`config.mk`:
```
export PLATFORM = sky130hd
export DESIGN_NAME = dmem_arbiter
export DESIGN_NICKNAME = d
export VERILOG_FILES = /design/src/rtl/dmem_arb_pkg.sv /design/src/rtl/dmem_rr_grant.sv /design/src/rtl/dmem_arbiter.sv
export SDC_FILE = /design/constraint.sdc
export NUM_CORES = 1
export LEC_CHECK = 0
export BUFFER_PORTS_ARGS = -buffer_cell sky130_fd_sc_hd__buf_2
export CAP_MARGIN = 20
export CORE_AREA = 5 5 100 102
export CTS_CLUSTER_DIAMETER = 40
export DETAILED_ROUTE_END_ITERATION = 10
export DIE_AREA = 0 0 105 107
export PLACE_DENSITY = 0.61
export SLEW_MARGIN = 20
export SYNTH_ARGS = -nofsm -noshare
export SYNTH_HDL_FRONTEND = slang
export SYNTH_HIERARCHICAL = 1
export SYNTH_SLANG_ARGS = --single-unit
```
`constraint.sdc`:
```
create_clock -name clk -period 3.88 [get_ports clk]
set_input_delay 0 -clock clk [delete_from_list [all_inputs] [get_ports clk]]
set_output_delay 0 -clock clk [all_outputs]
set_load 0.02 [all_outputs]
```
`src/rtl/dmem_arb_pkg.sv`:
```
// rtl/dmem_arb_pkg.sv - port indices and FSM encoding shared by the data-memory arbiter
package dmem_arb_pkg;

  localparam logic PORT_CORE = 1'b0;
  localparam logic PORT_DMA  = 1'b1;

  typedef enum logic {
    IDLE   = 1'b0,
    LOCKED = 1'b1
  } arb_state_t;

endpackage

```
`src/rtl/dmem_rr_grant.sv`:
```
// rtl/dmem_rr_grant.sv - two-way round-robin priority select, one-hot grant
module dmem_rr_grant (
  input  logic [1:0] i_valid,
  input  logic       i_ptr,
  output logic [1:0] o_grant
);

  always_comb begin
    case (i_valid)
      2'b01:   o_grant = 2'b01;
      2'b10:   o_grant = 2'b10;
      2'b11:   o_grant = i_ptr ? 2'b10 : 2'b01;
      default: o_grant = 2'b00;
    endcase
  end

endmodule

```
`src/rtl/dmem_arbiter.sv`:
```
// rtl/dmem_arbiter.sv - round-robin data-memory arbiter, core port 0 / dma port 1
// Optional grant locking is built in when DMEM_ARB_LOCK_EN is defined.
module dmem_arbiter
  import dmem_arb_pkg::*;
#(
  parameter int ADDR_W    = 32,
  parameter int DATA_W    = 32,
  parameter int MEM_WORDS = 256
) (
  input  logic                clk,
  input  logic                rst,
  input  logic [1:0]          rq_valid,
  output logic [1:0]          rq_ready,
  input  logic [1:0]          rq_we,
  input  logic [2*ADDR_W-1:0] rq_addr,
  input  logic [2*DATA_W-1:0] rq_wdata,
  input  logic [1:0]          rq_lock,
  output logic [1:0]          rs_valid,
  output logic [DATA_W-1:0]   rs_rdata,
  output logic                rs_err,
  output logic                mem_memrw,
  output logic [ADDR_W-1:0]   mem_address,
  output logic [DATA_W-1:0]   mem_wdata,
  input  logic [DATA_W-1:0]   mem_rdata
);

  localparam logic [ADDR_W:0] LIMIT = (ADDR_W+1)'(MEM_WORDS * 4);

  arb_state_t        r_state, w_state_nxt;
  logic              r_owner, w_owner_nxt;
  logic              r_rr_ptr;
  logic              w_leave_lock;
  logic [1:0]        w_valid_eff, w_grant;
  logic              w_accept, w_gidx, w_we, w_in_range;
  logic [ADDR_W-1:0] w_addr;
  logic [DATA_W-1:0] w_wdata;
  logic [1:0]        r_rs_valid;
  logic [DATA_W-1:0] r_rs_rdata;
  logic              r_rs_err;

  dmem_rr_grant u_rr_grant (
    .i_valid (w_valid_eff),
    .i_ptr   (r_rr_ptr),
    .o_grant (w_grant)
  );

  assign w_accept   = |w_grant;
  assign w_gidx     = w_grant[1];
  assign w_we       = rq_we[w_gidx];
  assign w_addr     = w_gidx ? rq_addr[2*ADDR_W-1:ADDR_W] : rq_addr[ADDR_W-1:0];
  assign w_wdata    = w_gidx ? rq_wdata[2*DATA_W-1:DATA_W] : rq_wdata[DATA_W-1:0];
  assign w_in_range = ({1'b0, w_addr} < LIMIT);

  always_ff @(posedge clk or posedge rst) begin
    if (rst) begin
      r_state <= IDLE;
      r_owner <= PORT_CORE;
    end else begin
      r_state <= w_state_nxt;
      r_owner <= w_owner_nxt;
    end
  end

  always_comb begin
    w_state_nxt  = r_state;
    w_owner_nxt  = r_owner;
    w_leave_lock = 1'b0;
`ifdef DMEM_ARB_LOCK_EN
    case (r_state)
      IDLE: begin
        if (w_accept && rq_lock[w_gidx]) begin
          w_state_nxt = LOCKED;
          w_owner_nxt = w_gidx;
        end
      end
      LOCKED: begin
        // owner releases by an unlocked accept or by dropping lock while not requesting
        if (!rq_lock[r_owner] && (w_accept || !rq_valid[r_owner])) begin
          w_state_nxt  = IDLE;
          w_leave_lock = 1'b1;
        end
      end
      default: w_state_nxt = IDLE;
    endcase
`else
    w_state_nxt = IDLE;
`endif
  end

  always_comb begin
    w_valid_eff = rq_valid;
    if (r_state == LOCKED) w_valid_eff = rq_valid & (r_owner ? 2'b10 : 2'b01);
  end

`ifndef DMEM_ARB_LOCK_EN
  logic w_unused_lock;
  assign w_unused_lock = ^rq_lock;
`endif

  always_ff @(posedge clk or posedge rst) begin
    if (rst) begin
      r_rr_ptr <= PORT_CORE;
    end else if (r_state == IDLE && w_accept) begin
      r_rr_ptr <= ~w_gidx;
    end else if (w_leave_lock) begin
      r_rr_ptr <= ~r_owner;
    end
  end

  always_ff @(posedge clk or posedge rst) begin
    if (rst) begin
      r_rs_valid <= 2'b00;
      r_rs_rdata <= '0;
      r_rs_err   <= 1'b0;
    end else begin
      r_rs_valid <= w_grant;
      r_rs_err   <= w_accept & ~w_in_range;
      r_rs_rdata <= (w_accept && !w_we && w_in_range) ? mem_rdata : '0;
    end
  end

  assign rq_ready    = w_grant;
  assign mem_address = w_addr;
  assign mem_wdata   = w_wdata;
  assign mem_memrw   = ~rst & w_accept & w_we & w_in_range;
  assign rs_valid    = r_rs_valid;
  assign rs_rdata    = r_rs_rdata;
  assign rs_err      = r_rs_err;

endmodule

```
==> results of run 1 <==
## layout by cell type (no fill, tap or decap)
cell type,synthesis,layout
mux2i_2,0,1
dlygate4sd3_1,0,33
a21boi_0,1,1
inv_1,2,2
nand3_1,1,1
diode_2,0,1
a22oi_1,1,1
nor4_4,1,1
nor4b_1,1,1
clkinv_4,0,1
clkbuf_8,0,5
nor4b_2,1,1
nor4_1,5,5
nor2_1,8,8
nand2_1,1,1
nor3_1,4,4
nand4_1,1,1
buf_4,0,6
and4_1,32,32
mux2_2,64,64
clkinv_2,0,2
dfrtp_1,36,36
or2_2,1,1
nand4_2,1,1
buf_2,4,267
a21boi_4,0,1
a221oi_4,1,1
## state kept, by name, summed over array words and instances (netlist names)
| name | cells |
|---|---|
| r_rr_ptr | 1 |
| rs_rdata | 32 |
| rs_err | 1 |
| rs_valid | 2 |
## report_power, final
group	total [W]	internal (W)	switching (W)
registers	0.000381	0.000379	0.00000210
logic	0.000420	0.000200	0.000220
clock network	0.000262	0.000125	0.000137
total	0.00106	0.000705	0.000359
## metrics by stage
| stage | hold slack, ns | instance area (µm²) |
|---|---|---|
| global route | 0.05015 | 4084 |
| detailed placement | -0.001479 | 3664 |
| CTS | 0.01661 | 4081 |
| floorplan | 0.05271 | 2227 |
| finish | 0.02529 | 4084 |
| global placement | -0.005718 | 3664 |
## worst max path at each step
stage | to | slack [ns]
global placement | rs_rdata[16]$_DFF_PP0_ | 1.16
finish | mem_memrw | 0.96
detailed placement | rs_rdata[4]$_DFF_PP0_ | 1.10
CTS | mem_memrw | 0.89
floorplan | mem_memrw | 1.64
global route | mem_memrw | 0.64
## worst max-delay path: stages (launching register included)
cell and delay (ns):
dfrtp_1 0.36, inv_1 0.07, a21boi_4 0.51, nor4b_1 0.32
nand4_1 0.20, a221oi_4 0.67, nor4b_2 0.30, buf_2 0.20
## timing repair
action / in CTS / in global routing
hold endpoints to repair: 39 / 0
hold buffers: 33 / 0
setup buffers: 0 / 0
## kinds of logic after synthesis
group / share of synthesized area [%]
muxes: 32.81
and+or+nand+nor: 19.78
DFF: 40.45
buffers and inverters: 4.775
AOI/OAI and AO/OA: 2.192
## final cells by class
| type | count | area [µm²] |
|---|---|---|
| Multi-Input combinational cell | 126 | 1235 |
| Inverter | 2 | 7.507 |
| Clock buffer | 5 | 68.82 |
| Antenna cell | 1 | 2.502 |
| Timing Repair Buffer | 306 | 1712 |
| Tap cell | 111 | 138.9 |
| Clock inverter | 3 | 18.77 |
| Sequential cell | 36 | 900.9 |
| Fill cell | 877 | 4937 |
## metal layers
metal / vias to the layer above / part of all wire [%] / track usage, %
li1: 1285 / - / -
met1: 1199 / 37 / 18.24
met2: 147 / 53 / 30.44
met3: 14 / 8.6 / 4.816
met4: 0 / 1.9 / 5.936
met5: - / 0 / 0
==> out/qor.yml, run 1 <==
outcome:
  outcome: "complete, no violations"
logic_synthesis:
  yosys_warnings: 6
  ys_ff_latch: 36
  synth_most_common_cell: "mux2_2"
  synthFlopType: "dfrtp_1"
  netlist_top_cells_area: "dfrtp_1, mux2_2, and4_1"
  async_reset_ff_share_pct: 100.0
  syn-num-nets: 349
  yosys.area.top_type: "dfrtp_1"
  synth_top_area_share_pct: 40.45
  syn_area_um2: 2227
  ys_types: 23
  synthCells: 181
  ys_top_cells_by_count: "mux2_2, dfrtp_1, and4_1"
  synth_edf_count: 0
  yosysSeqAreaShare_pct: 40.45
  synth.avg_cell_area_um2: 12.30
timing:
  fin_worst_skew_ns: 0.006523
  rsz0062_at_grt: "false"
  max_freq_mhz: 342.5
  slew_headroom_pct: 54.77
  min_period_ns: 2.919
  drv_slew: 0
  setup_tns_ns: 0
  layout_setup_ws_ns: 0.9607
  worstMarginPinSlew_ns: 0.6785
  post-route-period-util_pct: 75.24
  hold_viol_final: 0
  setup_violations: 0
placement:
  dp.cells: 548
  place_congestion: 0.8352
  dpl.hpwl_um: 8153
  port-buffer-count: 267
  place_ws_ns: 1.099
setup_path:
  timing.rr.start: "r_rr_ptr$_DFFE_PP0N_"
  ff2ff_setup_slack_ns: 1.16
  startpoint: "r_rr_ptr$_DFFE_PP0N_"
  start_kind: "register"
  endpoint_kind: "output port"
  worstSetupPathType: "reg2out"
  worst-path-max-fanout: 18
  r2r_end: "rs_rdata[4]$_DFF_PP0_"
  r2r.worst_path.cells: 7
  cp.required_ns: 3.88
  worstPathArrival_ns: 2.92
drt:
  drt_first_pass_iters: 4
  wl_per_cell_um: 16.63
  viasPerCell: 4.483
  routed_wl_um: 9809
  num_vias: 2645
  route.detailed.drc: 0
  drt_iter0_drc: 44
  drtAntennaViolNets: 0
clock_network:
  root_buffer: "clkbuf_8"
  clkSlewWorstSetupHoldPaths_ns: 0.07
  cts_sinks: 36
  clkLatencyLatePin_ns: 0.29
  cts_tree: "done"
  cts_made_buffers: 5
  htree_levels: 2
  cts_resized: 0
  clk_path_buf_depth: 2
global_routing:
  grt_use_total_pct: 16.66
  antenna_found_initial: 1
  grt_first_pass_wirelength_um: 15150
  grt_overflow_total: 0
  grt_max_degree: 33
  grt_pass1_vias: 2977
floorplan:
  rows: 35
  die_w_um: 105
  fp.dieArea_um2: 11240
  io_pins: 270
  initial_core_util_pct: 24.69
  die_h_um: 107
  core-area_um2: 9021
layout:
  fin_nets: 645
  area_growth_pct: 83.37
  drive_gt1_share_pct: 73.64
  finalNonFillerCells: 590
  final_util_pct: 45.27
power_and_ir_drop:
  irDropWorstVdd_mv: 0.1307
  cellPowerDensity_nw_per_um2: 260.4
  p_total_w: 0.001063
  p_leak_nw: 2.257
worst_hold_path:
  min-delay-start: "rq_valid[1]"
  min_path_cells: 2
  hold_path.class: "in2reg"
  holdPathEnd: "rs_valid[0]$_DFF_PP0_"
job:
  drv_cap: 0
Power figures use the tool's default switching activity.
==> inputs of run 2 (changes only) <==
--- a/config.mk
+++ b/config.mk
@@ -7,11 +7,11 @@
 export LEC_CHECK = 0
 export BUFFER_PORTS_ARGS = -buffer_cell sky130_fd_sc_hd__buf_2
 export CAP_MARGIN = 20
-export CORE_AREA = 5 5 100 102
+export CORE_AREA = 5 5 101 103
 export CTS_CLUSTER_DIAMETER = 40
 export DETAILED_ROUTE_END_ITERATION = 10
-export DIE_AREA = 0 0 105 107
-export PLACE_DENSITY = 0.61
+export DIE_AREA = 0 0 106 108
+export PLACE_DENSITY = 0.62
 export SLEW_MARGIN = 20
 export SYNTH_ARGS = -nofsm -noshare
 export SYNTH_HDL_FRONTEND = slang
==> constraint.sdc (replaced) <==
create_clock -name clk -period 2.62 [get_ports clk]
set_input_delay 0 -clock clk [delete_from_list [all_inputs] [get_ports clk]]
set_output_delay 0 -clock clk [all_outputs]
set_load 0.02 [all_outputs]
==> out/qor.yml, run 2 (same netlist as run 1, synthesis figures left out) <==
global_routing:
  grt_max_degree: 34
  grt_pass1_vias: 3021
  grt_use_total_pct: 17.88
  antenna_found_initial: 1
  grt_overflow_total: 0
  grt_first_pass_wirelength_um: 15990
floorplan:
  rows: 35
  die_w_um: 106
  fp.dieArea_um2: 11450
  initial_core_util_pct: 24.45
  die_h_um: 108
  io_pins: 270
  core-area_um2: 9109
clock_network:
  htree_levels: 2
  cts_resized: 0
  cts_made_buffers: 5
  clkSlewWorstSetupHoldPaths_ns: 0.07
  cts_tree: "done"
  clkLatencyLatePin_ns: 0.28
  clk_path_buf_depth: 2
  root_buffer: "clkbuf_8"
  cts_sinks: 36
drt:
  wl_per_cell_um: 18.17
  route.detailed.drc: 0
  routed_wl_um: 10760
  drtAntennaViolNets: 0
  drt_iter0_drc: 69
  viasPerCell: 4.564
  num_vias: 2702
  drt_first_pass_iters: 4
layout:
  final_area_um2: 4119
  fin_nets: 647
  drive_gt1_share_pct: 73.54
  final_util_pct: 45.22
  area_growth_pct: 84.94
  largest_reg_flops: 32
  final_common_cell: "buf_2"
  final_cell_mix: "buf_2, mux2_2, dfrtp_1, dlygate4sd3_1, and4_1"
timing:
  setup_violations: 0
  rsz0062_at_grt: "false"
  max_freq_mhz: 434.0
  hold_viol_final: 0
  whs_ns: 0.1017
  worstMarginPinSlew_ns: 0.4650
  post-route-period-util_pct: 87.94
  setup_tns_ns: 0
  fin_worst_skew_ns: 0.009486
  drv_slew: 0
  slew_headroom_pct: 68.72
  min_period_ns: 2.304
placement:
  port-buffer-count: 267
  dpl.hpwl_um: 8932
  postPlaceCellArea_um2: 3671
  place_congestion: 0.7700
power_and_ir_drop:
  p_leak_nw: 2.274
  cellPowerDensity_nw_per_um2: 405.9
  irDropWorstVdd_mv: 0.2482
  swShare_pct: 31.55
  p_sw_w: 0.0005275
  p_total_w: 0.001672
  combPwrFrac_pct: 38.2
  intPower_w: 0.001144
  pwr-share-clk_pct: 28.0
  seqPwrFrac_pct: 33.8
setup_path:
  endpoint_kind: "output port"
  worstSetupPathType: "reg2out"
  cp.required_ns: 2.62
  start_kind: "register"
  worstPathArrival_ns: 2.30
  worst-path-max-fanout: 9
job:
  drv_cap: 0
outcome:
  outcome: "complete, no violations"
worst_hold_path:
  hold_path.class: "in2reg"
==> run 2: cell types whose count changed in the layout (fill, tap and decap cells not counted) <==
| cell | previous run | this run |
|---|---|---|
| buf_4 | 6 | 8 |
| bufinv_16 | 0 | 1 |
| clkbuf_1 | 0 | 1 |
| clkinv_2 | 2 | 1 |
| clkinv_4 | 1 | 0 |
==> run 2: power groups by stage <==
stage               clock [W]  combinational [W]  sequential (W)
global route         0.000497           0.000689        0.000565
floorplan                   0           0.000328        0.000581
global placement            0           0.000597        0.000575
CTS                  0.000479           0.000643        0.000565
finish               0.000469           0.000639        0.000565
detailed placement          0           0.000603        0.000575
==> run 2: routing by layer <==
metal  routed length, µm  global-route usage (%)  vias to the layer above
li1                    -                       -                     1290
met1                3927                   18.93                     1250
met2                5816                   35.25                      146
met3                 827                   4.418                       14
met4                 176                   4.533                        2
met5                   7                       0                        -
==> run 2: worst paths after layout <==
kind	end	from	depth (start not counted)	slack (ns)
setup / recovery	mem_memrw	r_rr_ptr$_DFFE_PP0N_	8	0.32
hold / removal	rs_valid[0]$_DFF_PP0_	rq_valid[1]	3	0.10
setup reg to reg	rs_rdata[2]$_DFF_PP0_	r_rr_ptr$_DFFE_PP0N_	8	0.42
hold reg to reg	r_rr_ptr$_DFFE_PP0N_	r_rr_ptr$_DFFE_PP0N_	2	0.54
max in group asynchronous	rs_rdata[20]$_DFF_PP0_	rst	4	1.74
min in group asynchronous	rs_rdata[22]$_DFF_PP0_	rst	3	0.22
==> run 2: layout make-up <==
class / count / area, µm²
Antenna cell: 1 / 2.502
Clock buffer: 6 / 72.57
Clock inverter: 2 / 35.03
Fill cell: 869 / 4990
Inverter: 2 / 7.507
Multi-Input combinational cell: 126 / 1235
Sequential cell: 36 / 900.9
Tap cell: 111 / 138.9
Timing Repair Buffer: 308 / 1727
==> run 2: through the flow <==
stage,instances,setup WS [ns]
finish,592,0.3161
global route,591,0.1773
CTS,590,0.09013
detailed placement,549,0.2168
global placement,549,0.3747
floorplan,181,0.3785
==> run 2: what timing repair did <==
item                       in CTS  in global routing
hold endpoints to repair       38                  0
setup buffers                   0                  1
hold buffers                   33                  0
setup endpoints to repair       0                  1
==> run 2: critical path, cell delays in order, from the launching register on <==
cell,delay (ns)
dfrtp_1,0.40
inv_1,0.10
a21boi_4,0.06
buf_4,0.17
nor4_4,0.28
nand4_2,0.16
a221oi_4,0.40
nor4b_2,0.24
buf_2,0.20
